## config.mk

```make
export PLATFORM = sky130hd
export DESIGN_NAME = bcd_stopwatch_flat
export DESIGN_NICKNAME = d
export VERILOG_FILES = /design/src/rtl/bcd_stopwatch_pkg.sv /design/src/rtl/bcd_stopwatch_if.sv /design/src/rtl/bcd_stopwatch_digit.sv /design/src/rtl/bcd_stopwatch.sv /design/src/flat_wrapper.sv
export SDC_FILE = /design/constraint.sdc
export NUM_CORES = 1
export LEC_CHECK = 0
export BUFFER_PORTS_ARGS = -buffer_cell sky130_fd_sc_hd__buf_2
export CORE_ASPECT_RATIO = 1.4
export CORE_MARGIN = 2
export CORE_UTILIZATION = 30
export DETAILED_ROUTE_END_ITERATION = 12
export GPL_TIMING_DRIVEN = 0
export HOLD_SLACK_MARGIN = 0.03
export RECOVER_POWER = 100
export SLEW_MARGIN = 25
export SYNTH_ARGS = -nofsm -noshare
export SYNTH_HDL_FRONTEND = slang
export SYNTH_HIERARCHICAL = 1
export SYNTH_SLANG_ARGS = --single-unit
```

## constraint.sdc

```tcl
create_clock -name clk -period 7 [get_ports clk]
set_clock_uncertainty 0.15 [all_clocks]
set_input_delay 1.05 -clock clk [delete_from_list [all_inputs] [get_ports clk]]
set_output_delay 1.05 -clock clk [all_outputs]
set_load 0.01 [all_outputs]
```

## src/rtl/bcd_stopwatch_pkg.sv

```systemverilog
// Shared constants and state encodings for the SS.cc stopwatch.
// Digit widths and limits keep every digit in legal BCD range.
package stopwatch_pkg;

  localparam int DIGIT_W      = 4;
  localparam int CS_MAX       = 9;
  localparam int SEC_ONES_MAX = 9;
  localparam int SEC_TENS_MAX = 5;

  typedef enum logic {
    ST_STOPPED = 1'b0,
    ST_RUNNING = 1'b1
  } run_state_e;

  typedef enum logic {
    LAP_LIVE   = 1'b0,
    LAP_FROZEN = 1'b1
  } lap_state_e;

endpackage

```

## src/rtl/bcd_stopwatch_if.sv

```systemverilog
// Control pulses in, packed BCD display value and status out.
// The controller uses master; the stopwatch uses slave.
interface bcd_stopwatch_if;
  import stopwatch_pkg::*;

  logic                   i_start_stop;
  logic                   i_clear;
  logic                   i_lap;
  logic [4*DIGIT_W-1:0]   o_bcd;
  logic                   o_running;
  logic                   o_wrap;

  modport master (
    output i_start_stop, i_clear, i_lap,
    input  o_bcd, o_running, o_wrap
  );

  modport slave (
    input  i_start_stop, i_clear, i_lap,
    output o_bcd, o_running, o_wrap
  );

endinterface

```

## src/rtl/bcd_stopwatch_digit.sv

```systemverilog
// One BCD digit counting 0..MAX; clr beats inc, carry flags the MAX->0 step.
// q updates on the edge after inc; carry is combinational from inc.
module bcd_digit
  import stopwatch_pkg::*;
#(
  parameter int MAX = 9
) (
  input  logic               clk,
  input  logic               rst,
  input  logic               clr,
  input  logic               inc,
  output logic [DIGIT_W-1:0] q,
  output logic               carry
);

  localparam logic [DIGIT_W-1:0] MAX_V = DIGIT_W'(MAX);

  logic [DIGIT_W-1:0] q_q, q_d;

  assign carry = inc && (q_q == MAX_V);
  assign q     = q_q;

  always_comb begin
    q_d = q_q;
    if (clr) begin
      q_d = '0;
    end else if (inc) begin
      q_d = (q_q == MAX_V) ? '0 : q_q + DIGIT_W'(1);
    end
  end

  always_ff @(posedge clk) begin
    if (rst) begin
      q_q <= '0;
    end else begin
      q_q <= q_d;
    end
  end

endmodule

```

## src/rtl/bcd_stopwatch.sv

```systemverilog
// SS.cc stopwatch producing packed BCD for hex_display; o_bcd lags a tick by one cycle.
// No backpressure; optional lap freeze under STOPWATCH_LAP_EN.
module bcd_stopwatch
  import stopwatch_pkg::*;
#(
  parameter int TICK_DIV = 500000,
  parameter int DIV_W    = 20
) (
  input  logic            clk,
  input  logic            rst,
  bcd_stopwatch_if.slave  sw
);

  localparam logic [DIV_W-1:0] DIV_LAST = DIV_W'(TICK_DIV - 1);

  run_state_e           run_q, run_d;
  logic [DIV_W-1:0]     div_q, div_d;
  logic                 wrap_q, wrap_d;
  logic                 tick;
  logic [3:0]           carry;
  logic [DIGIT_W-1:0]   cs_ones, cs_tens, sec_ones, sec_tens;
  logic [4*DIGIT_W-1:0] live_bcd;

  assign tick     = (run_q == ST_RUNNING) && (div_q == DIV_LAST);
  assign live_bcd = {sec_tens, sec_ones, cs_tens, cs_ones};

  always_comb begin
    run_d  = run_q;
    div_d  = div_q;
    wrap_d = 1'b0;
    if (sw.i_start_stop) begin
      run_d = (run_q == ST_RUNNING) ? ST_STOPPED : ST_RUNNING;
    end
    // A clear swallows a coincident tick, including its wrap.
    if (sw.i_clear) begin
      div_d = '0;
    end else if (tick) begin
      div_d  = '0;
      wrap_d = carry[3];
    end else if (run_q == ST_RUNNING) begin
      div_d = div_q + DIV_W'(1);
    end
  end

  always_ff @(posedge clk) begin
    if (rst) begin
      run_q  <= ST_STOPPED;
      div_q  <= '0;
      wrap_q <= 1'b0;
    end else begin
      run_q  <= run_d;
      div_q  <= div_d;
      wrap_q <= wrap_d;
    end
  end

  bcd_digit #(.MAX(CS_MAX)) u_cs_ones (
    .clk(clk), .rst(rst), .clr(sw.i_clear), .inc(tick),
    .q(cs_ones), .carry(carry[0])
  );
  bcd_digit #(.MAX(CS_MAX)) u_cs_tens (
    .clk(clk), .rst(rst), .clr(sw.i_clear), .inc(carry[0]),
    .q(cs_tens), .carry(carry[1])
  );
  bcd_digit #(.MAX(SEC_ONES_MAX)) u_sec_ones (
    .clk(clk), .rst(rst), .clr(sw.i_clear), .inc(carry[1]),
    .q(sec_ones), .carry(carry[2])
  );
  bcd_digit #(.MAX(SEC_TENS_MAX)) u_sec_tens (
    .clk(clk), .rst(rst), .clr(sw.i_clear), .inc(carry[2]),
    .q(sec_tens), .carry(carry[3])
  );

  assign sw.o_running = (run_q == ST_RUNNING);
  assign sw.o_wrap    = wrap_q;

`ifdef STOPWATCH_LAP_EN
  lap_state_e           lap_state_q, lap_state_d;
  logic [4*DIGIT_W-1:0] lap_q, lap_d;

  always_comb begin
    lap_state_d = lap_state_q;
    lap_d       = lap_q;
    if (sw.i_clear) begin
      lap_state_d = LAP_LIVE;
      lap_d       = '0;
    end else if (sw.i_lap) begin
      if (lap_state_q == LAP_LIVE) begin
        lap_state_d = LAP_FROZEN;
        lap_d       = live_bcd;
      end else begin
        lap_state_d = LAP_LIVE;
      end
    end
  end

  always_ff @(posedge clk) begin
    if (rst) begin
      lap_state_q <= LAP_LIVE;
      lap_q       <= '0;
    end else begin
      lap_state_q <= lap_state_d;
      lap_q       <= lap_d;
    end
  end

  assign sw.o_bcd = (lap_state_q == LAP_FROZEN) ? lap_q : live_bcd;
`else
  logic unused_lap;
  assign unused_lap = sw.i_lap;
  assign sw.o_bcd   = live_bcd;
`endif

endmodule

```

## src/flat_wrapper.sv

```systemverilog
// flat-port wrapper written by rule: the top's interface ports become plain ports
module bcd_stopwatch_flat import stopwatch_pkg::*;
#(
  parameter int TICK_DIV = 500000,
  parameter int DIV_W    = 20
)
  (clk, rst, sw_i_start_stop, sw_i_clear, sw_i_lap, sw_o_bcd, sw_o_running, sw_o_wrap);
  bcd_stopwatch_if sw_i ();
  input  logic clk;
  input  logic rst;
  input wire logic [$bits(sw_i.i_start_stop)-1:0] sw_i_start_stop;
  input wire logic [$bits(sw_i.i_clear)-1:0] sw_i_clear;
  input wire logic [$bits(sw_i.i_lap)-1:0] sw_i_lap;
  output wire logic [$bits(sw_i.o_bcd)-1:0] sw_o_bcd;
  output wire logic [$bits(sw_i.o_running)-1:0] sw_o_running;
  output wire logic [$bits(sw_i.o_wrap)-1:0] sw_o_wrap;
  assign sw_i.i_start_stop = sw_i_start_stop;
  assign sw_i.i_clear = sw_i_clear;
  assign sw_i.i_lap = sw_i_lap;
  assign sw_o_bcd = sw_i.o_bcd;
  assign sw_o_running = sw_i.o_running;
  assign sw_o_wrap = sw_i.o_wrap;
  bcd_stopwatch #(.TICK_DIV(TICK_DIV), .DIV_W(DIV_W)) u_core (.clk(clk), .rst(rst), .sw(sw_i));
endmodule
```

# Yosys cells after proc, flatten, opt, wreduce, memory -nomap -nowiden
# Index checks and enable logic that the tools add are counted.
[classes] addsub=5 mul=0 div_mod_pow=0 magnitude_cmp=0 n_eq_ne=5 shifts=0 mux=5 bitwise=1 reduce_logical=8
[ops] cell="adder 20 x 1 -> 20 bit (second input constant)" count=1
[ops] cell="equality test 20 x 19 -> 1 bit (second input constant)" count=1
[ops] cell="adder 4 x 1 -> 4 bit (second input constant)" count=4
[ops] cell="2-to-1 mux 4 bit" count=4
[ops] cell="equality test 4 bit (second input constant)" count=3
[ops] cell="OR reduction 3 bit" count=2
[ops] cell="logical AND 1 bit" count=5
[ops] cell="equality test 4 x 3 -> 1 bit (second input constant)" count=1
[ops] cell="OR reduction 2 bit" count=1
[ops] cell="2-to-1 mux 1 bit" count=1
[ops] cell="inverter 1 bit" count=1
[totals] register_bits=38 latch_bits=0 mem_bits_rw=0 rom_bits=0 word_cells=31 n_memories=0

# Logic depth before layout (Yosys ltp)
[logic_depth] depth_word=6 mapped_depth=13 ltp_nobuf=12

# Hierarchy
# The synthesis kept the hierarchy.
[by_module_without_submodules] mod="bcd_stopwatch" instances=1 cells_per_inst=115 area_each_um2=1113.6 seq_area_each_um2=440.4
[by_module_without_submodules] mod="bcd_digit at u_core.u_cs_ones ..." instances=3 cells_per_inst=20 area_each_um2=188.9 seq_area_each_um2=80.1
[by_module_without_submodules] mod="bcd_digit at u_core.u_sec_tens" instances=1 cells_per_inst=19 area_each_um2=186.4 seq_area_each_um2=80.1

# Worst setup path after synthesis
# OpenSTA, ideal clock, no wires.
[synth_path] path_type="reg-to-reg" start="reg u_core.div_q[9]" end="reg u_core.u_sec_tens.q_q[1], in the netlist u_core/u_sec_tens/q[1]" arrival_ns=3.505 required_ns=6.771 path_slack_ns=3.265 stages_incl_launch_ff=14 path_buffers=1 period_less_slack_ns=3.735 cell_sequence="dfxtp_1 > buf_2 > nor4_4 > nand3_1 > nor4b_2 > nand2_2 > nor3b_1 > nand2_2 > nor3b_1 > nand2_2 > nor3b_1 > nand2_2 > or3b_1 > a211oi_2"
[synth_via] elab_chain_len=5
[synth_rtl] item="from (decl)" line_no="bcd_stopwatch.sv:17" text="logic [DIV_W-1:0] div_q, div_d;"
[synth_rtl] item="from (signal assigned)" line_no="bcd_stopwatch.sv:52" text="div_q <= div_d;"
[synth_rtl] item="equality test 20 x 19 -> 1 bit" line_no="bcd_stopwatch.sv:24" text="assign tick = (run_q == ST_RUNNING) && (div_q == DIV_LAST);"
[synth_rtl] item="logical AND 1 bit" line_no="bcd_stopwatch.sv:24"
[synth_rtl] item="via u_core.tick" line_no="bcd_stopwatch.sv:19" text="logic tick;"
[synth_rtl] item="logical AND 1 bit" line_no="bcd_stopwatch_digit.sv:20" text="assign carry = inc && (q_q == MAX_V);"
[synth_rtl] item="via u_core.carry[0]" line_no="bcd_stopwatch.sv:20" text="logic [3:0] carry;"
[synth_rtl] item="logical AND 1 bit" line_no="bcd_stopwatch_digit.sv:20"
[synth_rtl] item="via u_core.carry[1]" line_no="bcd_stopwatch.sv:20"
[synth_rtl] item="logical AND 1 bit" line_no="bcd_stopwatch_digit.sv:20"
[synth_rtl] item="via u_core.carry[2]" line_no="bcd_stopwatch.sv:20"
[synth_rtl] item="to (signal assigned)" line_no="bcd_stopwatch_digit.sv:36" text="q_q <= q_d;"
[synth_rtl] item="to (decl)" line_no="bcd_stopwatch_digit.sv:18" text="logic [DIGIT_W-1:0] q_q, q_d;"
# The timed path passes the listed nets, and every way through them passes these cells.
# A chain may end at the register's enable or synchronous reset.

# Final worst setup path
# Ends and elaborated chain as after synthesis.

==> reports/results.tsv <==
metric	value	unit
status	finished, final reports clean	
post-layout minimum cycle time	4940	ps
row cnt	34	
sw power	85.4	uW
ant diodes	0	
Core ar.	6130	um^2
initial cell density of the core	30.5	%
relative slew slack	33.8	%
Die Wd	70.7	um
Slew @ Worst Pin	980	ps
fillcell total	667	
WL per Instance	12.5	um
met2 Use GR	20.8	%
min-delay worst type	flip-flop to flip-flop	
TritonRoute pass-1 iters	4	
Sink Count	38	
Reg clk slew, reported paths	80	ps
met1 GRT Util	13.5	%
Ys Warns	6	
GRT Max-Usage Layer	met2	
Combinational Power Share	2.5	%
fin crit share	70.5	%
most frequent cells in the layout	dfxtp_1 (38), nor2_1 (23), clkbuf_1 (21)	
static leakage	0.000677	uW
RSZ-0062 raised after global routing	false	
CTS H-tree depth	2	
Num CTS Buffers	5	
worst-case vdd ir drop	97.7	uV
sequential-to-total area share from yosys stat	40.8	%
Routed WL	3690	um
layout cells sized above 1	10.3	%
Worst Path Required	7050	ps
Syn Area/Cell	9.62	um^2
largest net degree at the start of global routing	20	
syn_nets	200	
Cell Pwr Density	216	nW/um^2
Die Y	97.3	um
Root Driver	clkbuf_8	
grt met3 use	2.59	%
CP Max Fanout	7	
sw frac	18.6	%
I/O pins	23	
Startpoint Class	flip-flop	
routed vias/inst	5.08	
routed vias	1499	
TNS Setup	0	ps
PortBufs	21	
internal power	373	uW
final setup violating endpoints	0	
clock share of power	49.9	%
post-CTS setup buffer count	0	
share of total power in sequential cells	47.5	%
antenna violations before repair	0	
nets@finish	228	
GRT Util Overall	11.8	%
most common cell after layout, fill and taps aside	dfxtp_1	
post-synthesis cell area	1870	um^2
maximum operating frequency	203	MHz
Post-DP Area	2060	um^2
Cells after Synth	194	
hold buffer count at CTS	0	
Final Max Slew Viols	0	
initial DRC count	29	
Die ar.	6880	um^2
final HPWL from detailed placement	2680	um
Clock Latency Late Sink	290	ps
RePlAce Congestion	0.744	
Cell variety after synth	38	
CP arrival	4990	ps
# Max-Cap Violations	0	
Crit. End Element	flip-flop	
global-route wire length before repair	6700	um
post-route cell area	2120	um^2
cts repair resizes	0	
Hold Vio Cnt, Final	0	
vias in the first global route	1521	
Routed Antenna Nets	0	
WHS	368	ps
DRC	0	
Worst Path Class, Setup	flip-flop to flip-flop	
Max Buffers Root-to-Sink	2	
synthesis-stage register bit count	38	
Layout area overhead	13.5	%
GRT overflow	0	
TritonCTS clock tree	built	
-- final timing paths --
kind	startpoint	end	slack [ps]	cells after the start
hold / removal	u_core/u_cs_ones/q[3]	u_core/u_cs_ones/q[3]	370	2
hold reg to reg	u_core/u_cs_ones/q[3]	u_core/u_cs_ones/q[3]	370	2
setup reg to reg	u_core/div_q[9]	u_core/u_sec_tens/q[1]	2060	13
setup / recovery	u_core/div_q[9]	u_core/u_sec_tens/q[1]	2060	13
-- area by class of cell --
| type | count | area [um^2] | share of cell area (%) |
|---|---|---|---|
| Buffer | 3 | 15.0 | 0.708 |
| Clock buffer | 6 | 82.6 | 3.90 |
| Clock inverter | 2 | 60.1 | 2.83 |
| Inverter | 1 | 3.75 | 0.177 |
| Multi-Input combinational cell | 152 | 1030 | 48.4 |
| Sequential cell | 38 | 761 | 35.9 |
| Tap cell | 72 | 90.1 | 4.25 |
| Timing Repair Buffer | 21 | 81.3 | 3.84 |
-- state kept, by name (all words and copies together), names as in the netlist --
register / count
u_core/sw.o_running: 1
u_core/div_q: 20
u_core/sw.o_wrap: 1
u_core/u_cs_ones/q: 4
u_core/u_sec_ones/q: 4
u_core/u_cs_tens/q: 4
u_core/u_sec_tens/q: 4
-- power groups by stage --
stage          Sequential, uW  Clock, uW  Combinational [uW]
6_report                  218        229                11.6
5_1_grt                   218        245                13.5
4_1_cts                   218        235                13.3
3_5_place_dp              223          0                13.2
3_3_place_gp              223          0                13.3
2_1_floorplan             223          0                6.68
-- Yosys cell counts --
| cell | n | area share [%] |
|---|---|---|
| a211oi_1 | 6 | 2.4 |
| a211oi_2 | 4 | 2.7 |
| a21oi_1 | 1 | 0.27 |
| and3_1 | 5 | 1.7 |
| and4_1 | 1 | 0.47 |
| and4b_1 | 3 | 1.6 |
| buf_2 | 1 | 0.27 |
| buf_4 | 1 | 0.40 |
| buf_6 | 1 | 0.60 |
| dfxtp_1 | 38 | 41 |
| ha_1 | 1 | 0.67 |
| inv_1 | 1 | 0.20 |
| mux2i_1 | 1 | 0.54 |
| nand2_1 | 10 | 2.0 |
| nand2_2 | 4 | 1.3 |
| nand3_1 | 7 | 1.9 |
| nand3_2 | 1 | 0.54 |
| nand4_1 | 4 | 1.3 |
| nand4_2 | 1 | 0.67 |
| nand4_4 | 2 | 2.3 |
| nand4b_1 | 1 | 0.47 |
| nor2_1 | 23 | 4.6 |
| nor2b_1 | 7 | 2.3 |
| nor3_1 | 15 | 4.0 |
| nor3b_1 | 4 | 1.6 |
| nor4_1 | 5 | 1.7 |
| nor4_2 | 1 | 0.67 |
| nor4_4 | 2 | 2.3 |
| nor4b_2 | 1 | 0.80 |
| nor4b_4 | 1 | 1.3 |
| o21ai_0 | 8 | 2.1 |
| o21ai_4 | 1 | 0.87 |
| o221ai_1 | 3 | 1.4 |
| or2b_2 | 1 | 0.47 |
| or3_1 | 3 | 1.0 |
| or3b_1 | 1 | 0.47 |
| xnor2_1 | 16 | 7.5 |
| xor2_1 | 8 | 3.8 |
-- cells by family after synthesis --
family / share of synthesized area, %
adders and majority gates: 0.670
buffers and inverters: 1.47
DFF: 40.8
AOI/OAI and AO/OA: 9.79
muxes: 0.536
xor gates and xnor gates: 11.3
and+or+nand+nor: 35.5
-- critical path, stage by stage, from the launching register on --
cell,delay (ps)
dfxtp_1,300
clkbuf_1,170
nor4_1,500
nand3_1,150
nor4b_1,870
nand2_2,150
nor3b_1,520
nand2_2,130
nor3b_1,560
nand2_2,140
nor3b_1,510
nand2_2,130
or3b_1,380
a211oi_1,190
-- layer usage --
metal | up-vias | share of wire, %
li1 | 766 | -
met1 | 698 | 45
met2 | 26 | 50
met3 | 9 | 3.1
met4 | 0 | 2.0
met5 | - | 0
-- through the flow --
step | cells | total power [uW] | worst slack (ps) | util, %
4_1_cts | 295 | 466 | 2570 | 36.0
3_3_place_gp | 287 | 236 | 2590 | 33.7
3_5_place_dp | 287 | 236 | 2590 | 33.7
2_1_floorplan | 194 | 230 | 3270 | -
5_1_grt | 295 | 476 | 1500 | 34.6
6_report | 295 | 458 | 2060 | 34.6
Power figures use the tool's default switching activity.
